## config.mk

```make
export PLATFORM = sky130hd
export DESIGN_NAME = ibuf_ctrl
export DESIGN_NICKNAME = d
export VERILOG_FILES = /design/src/rtl/ibuf_ctrl.sv
export SDC_FILE = /design/constraint.sdc
export NUM_CORES = 1
export LEC_CHECK = 0
export CELL_PAD_IN_SITES_DETAIL_PLACEMENT = 1
export CELL_PAD_IN_SITES_GLOBAL_PLACEMENT = 1
export CORE_AREA = 5 5 214 216
export DETAILED_ROUTE_END_ITERATION = 7
export DIE_AREA = 0 0 219 221
export GPL_TIMING_DRIVEN = 0
export PLACE_DENSITY_LB_ADDON = 0.1
export SETUP_SLACK_MARGIN = 0.5
export SLEW_MARGIN = 10
export SYNTH_ARGS = -nofsm -noshare
export SYNTH_HDL_FRONTEND = slang
export SYNTH_SLANG_ARGS = --single-unit
```

## constraint.sdc

```tcl
create_clock -name clk -period 5.1 [get_ports clk]
set_clock_uncertainty 0.2 [all_clocks]
set_input_delay 1.53 -clock clk [delete_from_list [all_inputs] [get_ports clk]]
set_output_delay 1.53 -clock clk [all_outputs]
set_load 0.05 [all_outputs]
```

## src/rtl/ibuf_ctrl.sv

```systemverilog
// Instruction-buffer front end: two fetch lanes with round-robin arbitration into an external FIFO,
// a registered decode-side output stage, timed FIFO flush on redirect, and a saturating stall counter.
module ibuf_ctrl #(
  parameter int DATA_W    = 104,
  parameter int CNT_W     = 16,
  parameter int FLUSH_CYC = 2
) (
  input  logic              clk,
  input  logic              rst,
  input  logic              flush_req,
  input  logic              in0_valid,
  input  logic [DATA_W-1:0] in0_data,
  output logic              in0_ready,
  input  logic              in1_valid,
  input  logic [DATA_W-1:0] in1_data,
  output logic              in1_ready,
  output logic              fifo_push_en,
  output logic [DATA_W-1:0] fifo_push_data,
  output logic              fifo_pop_en,
  input  logic [DATA_W-1:0] fifo_pop_data,
  input  logic              fifo_empty,
  input  logic              fifo_full,
  output logic              fifo_flush,
  output logic              out_valid,
  output logic [DATA_W-1:0] out_data,
  input  logic              out_ready,
  output logic [CNT_W-1:0]  stall_cnt
);

  localparam int FCNT_W = (FLUSH_CYC > 1) ? $clog2(FLUSH_CYC) : 1;
  localparam logic [FCNT_W-1:0] FCNT_LOAD = FCNT_W'(FLUSH_CYC - 1);

  typedef enum logic [0:0] {
    RUN   = 1'b0,
    FLUSH = 1'b1
  } state_t;

  state_t              state_r, state_s;
  logic [FCNT_W-1:0]   fcnt_r, fcnt_s;
  logic                rr_ptr_r, rr_ptr_s;
  logic                out_valid_r;
  logic [DATA_W-1:0]   out_data_r;
  logic [CNT_W-1:0]    stall_cnt_r;
  logic                active_s, grant0_s, grant1_s, pop_s;

  // Arbitration, FIFO strobes and handshakes; everything is gated off while in reset
  always_comb begin
    active_s = rst & (state_r == RUN) & ~flush_req;
    grant0_s = 1'b0;
    grant1_s = 1'b0;
    if (active_s & ~fifo_full) begin
      if (in0_valid & (~in1_valid | ~rr_ptr_r)) begin
        grant0_s = 1'b1;
      end else begin
        grant1_s = in1_valid;
      end
    end else begin
      grant0_s = 1'b0;
      grant1_s = 1'b0;
    end
    pop_s          = active_s & ~fifo_empty & (~out_valid_r | out_ready);
    in0_ready      = grant0_s;
    in1_ready      = grant1_s;
    fifo_push_en   = grant0_s | grant1_s;
    fifo_push_data = grant1_s ? in1_data : in0_data;
    fifo_pop_en    = pop_s;
    fifo_flush     = rst & (state_r == FLUSH);
  end

  // Next state, flush counter and round-robin pointer
  always_comb begin
    state_s  = state_r;
    fcnt_s   = fcnt_r;
    rr_ptr_s = rr_ptr_r;
    case (state_r)
      RUN: begin
        if (flush_req) begin
          state_s = FLUSH;
          fcnt_s  = FCNT_LOAD;
        end else begin
          state_s = RUN;
        end
      end
      FLUSH: begin
        if (flush_req) begin
          fcnt_s = FCNT_LOAD;
        end else if (fcnt_r == {FCNT_W{1'b0}}) begin
          state_s = RUN;
        end else begin
          fcnt_s = fcnt_r - FCNT_W'(1);
        end
      end
      default: begin
        state_s = RUN;
        fcnt_s  = {FCNT_W{1'b0}};
      end
    endcase
    if (grant0_s) begin
      rr_ptr_s = 1'b1;
    end else if (grant1_s) begin
      rr_ptr_s = 1'b0;
    end else begin
      rr_ptr_s = rr_ptr_r;
    end
  end

  // State, output register and stall counter
  always_ff @(posedge clk) begin
    if (!rst) begin
      state_r     <= RUN;
      fcnt_r      <= {FCNT_W{1'b0}};
      rr_ptr_r    <= 1'b0;
      out_valid_r <= 1'b0;
      out_data_r  <= {DATA_W{1'b0}};
      stall_cnt_r <= {CNT_W{1'b0}};
    end else begin
      state_r  <= state_s;
      fcnt_r   <= fcnt_s;
      rr_ptr_r <= rr_ptr_s;
      // A redirect kills whatever decode has not yet taken
      if (flush_req) begin
        out_valid_r <= 1'b0;
      end else if (pop_s) begin
        out_valid_r <= 1'b1;
        out_data_r  <= fifo_pop_data;
      end else if (out_ready) begin
        out_valid_r <= 1'b0;
      end
      if ((state_r == RUN) && (in0_valid | in1_valid) && fifo_full &&
          (stall_cnt_r != {CNT_W{1'b1}})) begin
        stall_cnt_r <= stall_cnt_r + CNT_W'(1);
      end
    end
  end

  assign out_valid = out_valid_r;
  assign out_data  = out_data_r;
  assign stall_cnt = stall_cnt_r;

endmodule
```

==> flow_summary.html <==
<table>
<tr><th>Metric</th><th>Value</th></tr>
<tr><th colspan="2">Setup path</th></tr>
<tr><td>Type of the setup path with the least slack</td><td>in -&gt; out</td></tr>
<tr><td>Launching element type of the critical path</td><td>input port</td></tr>
<tr><td>Required time at the endpoint of the critical path</td><td>3370 ps</td></tr>
<tr><td>Slowest cell on the critical path</td><td>sky130_fd_sc_hd__mux2_4</td></tr>
<tr><td>Endpoint kind of the worst setup timing path</td><td>primary output</td></tr>
<tr><td>Cells traversed along the worst timing path</td><td>buf_8 -&gt; nand2b_4 -&gt; nor3_4 -&gt; nand3_2 -&gt; buf_12 -&gt; buf_12 -&gt; buf_12 -&gt; mux2_4 -&gt; buf_8</td></tr>
<tr><td>Largest stage delay on the critical path</td><td>330 ps</td></tr>
<tr><td>Critical path's most frequent cell</td><td>sky130_fd_sc_hd__buf_12</td></tr>
<tr><td>Arr. time, crit path</td><td>2990 ps</td></tr>
<tr><td>Maximum fanout count along the critical path</td><td>7</td></tr>
<tr><th colspan="2">Synth</th></tr>
<tr><td>Distinct cells, synth</td><td>34</td></tr>
<tr><td>Register area share after synthesis</td><td>0.422</td></tr>
<tr><td>Number of flops mapped to enable cells by yosys</td><td>0</td></tr>
<tr><td>Post-synthesis instance total</td><td>691</td></tr>
<tr><td>Synth warn</td><td>0</td></tr>
<tr><td>Mean post-synth cell area</td><td>8.50 sq um</td></tr>
<tr><td>Area share of the largest cell type after synthesis</td><td>0.422</td></tr>
<tr><td>Top cells by area in the synthesized netlist</td><td>sky130_fd_sc_hd__dfxtp_1 (42%), sky130_fd_sc_hd__mux2_2 (20%), sky130_fd_sc_hd__nand2_1 (14%)</td></tr>
<tr><td>Number of synthesized register bits</td><td>124</td></tr>
<tr><td>Main synth FF type</td><td>sky130_fd_sc_hd__dfxtp_1</td></tr>
<tr><td>Number of nets produced by synthesis</td><td>1012</td></tr>
<tr><td>Share of flip-flops with an asynchronous set or reset</td><td>0</td></tr>
<tr><td>Library cell occupying the most area in the post-synthesis netlist</td><td>sky130_fd_sc_hd__dfxtp_1</td></tr>
<tr><td>Area of the mapped netlist</td><td>5880 sq um</td></tr>
<tr><th colspan="2">STA</th></tr>
<tr><td>Part of the cycle the worst path needs</td><td>0.925</td></tr>
<tr><td>Max Freq</td><td>212 MHz</td></tr>
<tr><td>Tightest Pin Transition</td><td>748 ps</td></tr>
<tr><td>Endpoints failing hold</td><td>0</td></tr>
<tr><td>Summed negative setup slack over all endpoints</td><td>0 ps</td></tr>
<tr><td>Number of max-slew violations in the final report</td><td>0</td></tr>
<tr><td>Min Clock Period, post-route</td><td>4720 ps</td></tr>
<tr><td>Setup repair after global routing missed its margin</td><td>yes</td></tr>
<tr><td>Post-route worst setup slack</td><td>380 ps</td></tr>
<tr><td>Worst-case hold slack</td><td>252 ps</td></tr>
<tr><td>Number of setup violations in the final report</td><td>0</td></tr>
<tr><td>Slew Limit Headroom</td><td>0.500</td></tr>
<tr><th colspan="2">CTS</th></tr>
<tr><td>Clock Pin Slew Worst Setup and Hold Paths</td><td>60 ps</td></tr>
<tr><td>Number of sinks handled by clock tree synthesis</td><td>124</td></tr>
<tr><td>Clock root cell</td><td>sky130_fd_sc_hd__clkbuf_16</td></tr>
<tr><td>Clock latency reported for the late side of the worst-skew pair</td><td>430 ps</td></tr>
<tr><td>CTS tree</td><td>built</td></tr>
<tr><td>TritonCTS Buffers</td><td>17</td></tr>
<tr><td>Hold-fix buffer count after cts</td><td>0</td></tr>
<tr><td>CTS H-tree lvls</td><td>4</td></tr>
<tr><td>Bufs on Longest Clock Path</td><td>2</td></tr>
<tr><th colspan="2">Cells and area</th></tr>
<tr><td>Post-route cell area</td><td>13200 sq um</td></tr>
<tr><td>Leading cell type in the layout, fill and taps excluded</td><td>sky130_fd_sc_hd__clkdlybuf4s50_1</td></tr>
<tr><td>Total Nets Final</td><td>1596</td></tr>
<tr><td>Most used cells in the layout excluding fill and tap cells</td><td>sky130_fd_sc_hd__clkdlybuf4s50_1 (433), sky130_fd_sc_hd__nand2_1 (219), sky130_fd_sc_hd__dfxtp_1 (124)</td></tr>
<tr><td>Fraction of final layout cells with drive strength greater than 1</td><td>0.240</td></tr>
<tr><td>Synthesis-to-finish area growth</td><td>125%</td></tr>
<tr><th colspan="2">Floorplanning</th></tr>
<tr><td>Core Box Area</td><td>43700 sq um</td></tr>
<tr><td>Die Footprint</td><td>48400 sq um</td></tr>
<tr><td>Starting utilization of the core area</td><td>0.134</td></tr>
<tr><td>Vertical extent of the die</td><td>221 um</td></tr>
<tr><td>I/O pin count</td><td>550</td></tr>
<tr><td>FP Rows</td><td>77</td></tr>
<tr><td>Width of the die</td><td>219 um</td></tr>
<tr><th colspan="2">Global route</th></tr>
<tr><td>Pin count of the biggest net entering global routing</td><td>17</td></tr>
<tr><td>Wire length of the first global-routing pass</td><td>58500 um</td></tr>
<tr><td>Global router's overall resource usage</td><td>0.169</td></tr>
<tr><td>Overall overflow remaining after global route</td><td>0</td></tr>
<tr><td>Vias in the first global route</td><td>7531</td></tr>
<tr><td>Antenna violations before repair</td><td>13</td></tr>
<tr><th colspan="2">Drt</th></tr>
<tr><td>Antenna-violating nets left</td><td>0</td></tr>
<tr><td>Wire per inst</td><td>22.7 um</td></tr>
<tr><td>Number of optimization iterations in the first detailed-route pass</td><td>4</td></tr>
<tr><td>Total detailed-routing wirelength</td><td>42900 um</td></tr>
<tr><td>DRC Markers</td><td>0</td></tr>
<tr><td>Drt via density</td><td>3.83</td></tr>
<tr><td>Routed vias</td><td>7238</td></tr>
<tr><td>DR iter-0 viols</td><td>311</td></tr>
<tr><th colspan="2">Status</th></tr>
<tr><td>Run status</td><td>complete, no violations</td></tr>
<tr><th colspan="2">Run</th></tr>
<tr><td>Number of max-capacitance violations reported</td><td>0</td></tr>
<tr><th colspan="2">Power</th></tr>
<tr><td>Total power of the final layout</td><td>0.00319 W</td></tr>
<tr><td>Power per cell area</td><td>241 nW/um^2</td></tr>
<tr><td>Leak Pwr</td><td>4.88 nW</td></tr>
<tr><td>Maximum resistive drop on vdd</td><td>169 uV</td></tr>
<tr><th colspan="2">Placement</th></tr>
<tr><td>Global placement routability congestion</td><td>0.834</td></tr>
<tr><td>Total cell area at the placement stage</td><td>12100 sq um</td></tr>
<tr><td>Post-DP HPWL</td><td>36000 um</td></tr>
<tr><td>Port Buffer Count</td><td>549</td></tr>
<tr><td>Setup WS pre-CTS</td><td>-1430 ps</td></tr>
<tr><th colspan="2">Hold path</th></tr>
<tr><td>Class of the most critical hold timing path</td><td>reg -&gt; reg</td></tr>
</table>
synthesized netlist by cell type (2+ instances only):
master                     count
sky130_fd_sc_hd__nand3_1       4
sky130_fd_sc_hd__buf_6        11
sky130_fd_sc_hd__clkbuf_1     12
sky130_fd_sc_hd__nor3_1        2
sky130_fd_sc_hd__or3_1         4
sky130_fd_sc_hd__mux2i_1       3
sky130_fd_sc_hd__nand2b_1      6
sky130_fd_sc_hd__buf_2        24
sky130_fd_sc_hd__mux2_2      104
sky130_fd_sc_hd__o31ai_1       8
sky130_fd_sc_hd__dfxtp_1     124
sky130_fd_sc_hd__nand2_1     219
sky130_fd_sc_hd__or4_1         9
sky130_fd_sc_hd__o21ai_0       4
sky130_fd_sc_hd__inv_1         4
sky130_fd_sc_hd__nor2_1        8
sky130_fd_sc_hd__and4_1        2
sky130_fd_sc_hd__nand4_1       4
sky130_fd_sc_hd__nor4_1        4
sky130_fd_sc_hd__a21oi_1     120
sky130_fd_sc_hd__nor2b_1       2
timing repair:
item	CTS	global route
endpoints found under the setup margin	109	109
pin swaps	2	0
cloned	0	4
resized for setup	635	235
setup buffers	4	8
report_power, final:
group | internal (W) | switching, W | total, W
clock network | 0.000791 | 0.000501 | 0.00129
logic | 0.000423 | 0.000461 | 0.000884
registers | 0.000995 | 0.0000156 | 0.00101
total | 0.00221 | 0.000977 | 0.00319
worst max-delay path: cells and delay by family:
family / cells / cell delay (ps)
AND/OR/NAND/NOR: 3 / 380
multiplexers: 1 / 330
buffers and inverters: 5 / 720
cell type report:
class,instances,area (sq um)
diodes,10,25.0
plain buffers,48,385
clock buffers,18,439
clock inverters,14,184
fillers,5149,30500
inverters,5,31.3
multi-input cells,514,3130
flip-flops and latches,124,2480
well taps,592,741
repair buffers,565,5820
sequential cells by signal, indices dropped and copies added (netlist names):
| signal | cells |
|---|---|
| rr_ptr_r | 1 |
| fcnt_r | 1 |
| stall_cnt | 16 |
| out_data | 104 |
| state_r | 1 |
| out_valid | 1 |
worst paths after layout:
check / startpoint / to / slack, ps / cells after the start
worst max-delay path: flush_req / fifo_push_data[67] / 380 / 9
worst min-delay path: out_data[69] / out_data[69] / 250 / 2
worst min register to register: out_data[69] / out_data[69] / 250 / 2
worst max register to register: state_r / out_data[97] / 2830 / 7
per-stage QoR:
step                cells   util
finish               1890  0.303
global route         1882  0.302
CTS                  1868  0.289
detailed placement   1832  0.277
global placement     1832  0.277
floorplan             691      -
logic make-up after synthesis:
| logic type | count (synthesis) | synth area share |
|---|---|---|
| simple gates | 271 | 0.197 |
| fa+ha+maj | 1 | 0.00213 |
| compound gates | 135 | 0.120 |
| flops | 124 | 0.422 |
| buf+inv | 53 | 0.0545 |
| mux | 107 | 0.204 |
per-layer routing:
| metal | up-vias | track usage | routed length [um] |
|---|---|---|---|
| met2 | 270 | 0.269 | 19600 |
| met5 | - | 0 | 84 |
| met1 | 3381 | 0.213 | 18700 |
| met4 | 12 | 0.0302 | 309 |
| met3 | 27 | 0.0775 | 4230 |
| li1 | 3548 | - | - |
(Power assumes the default switching activity.)
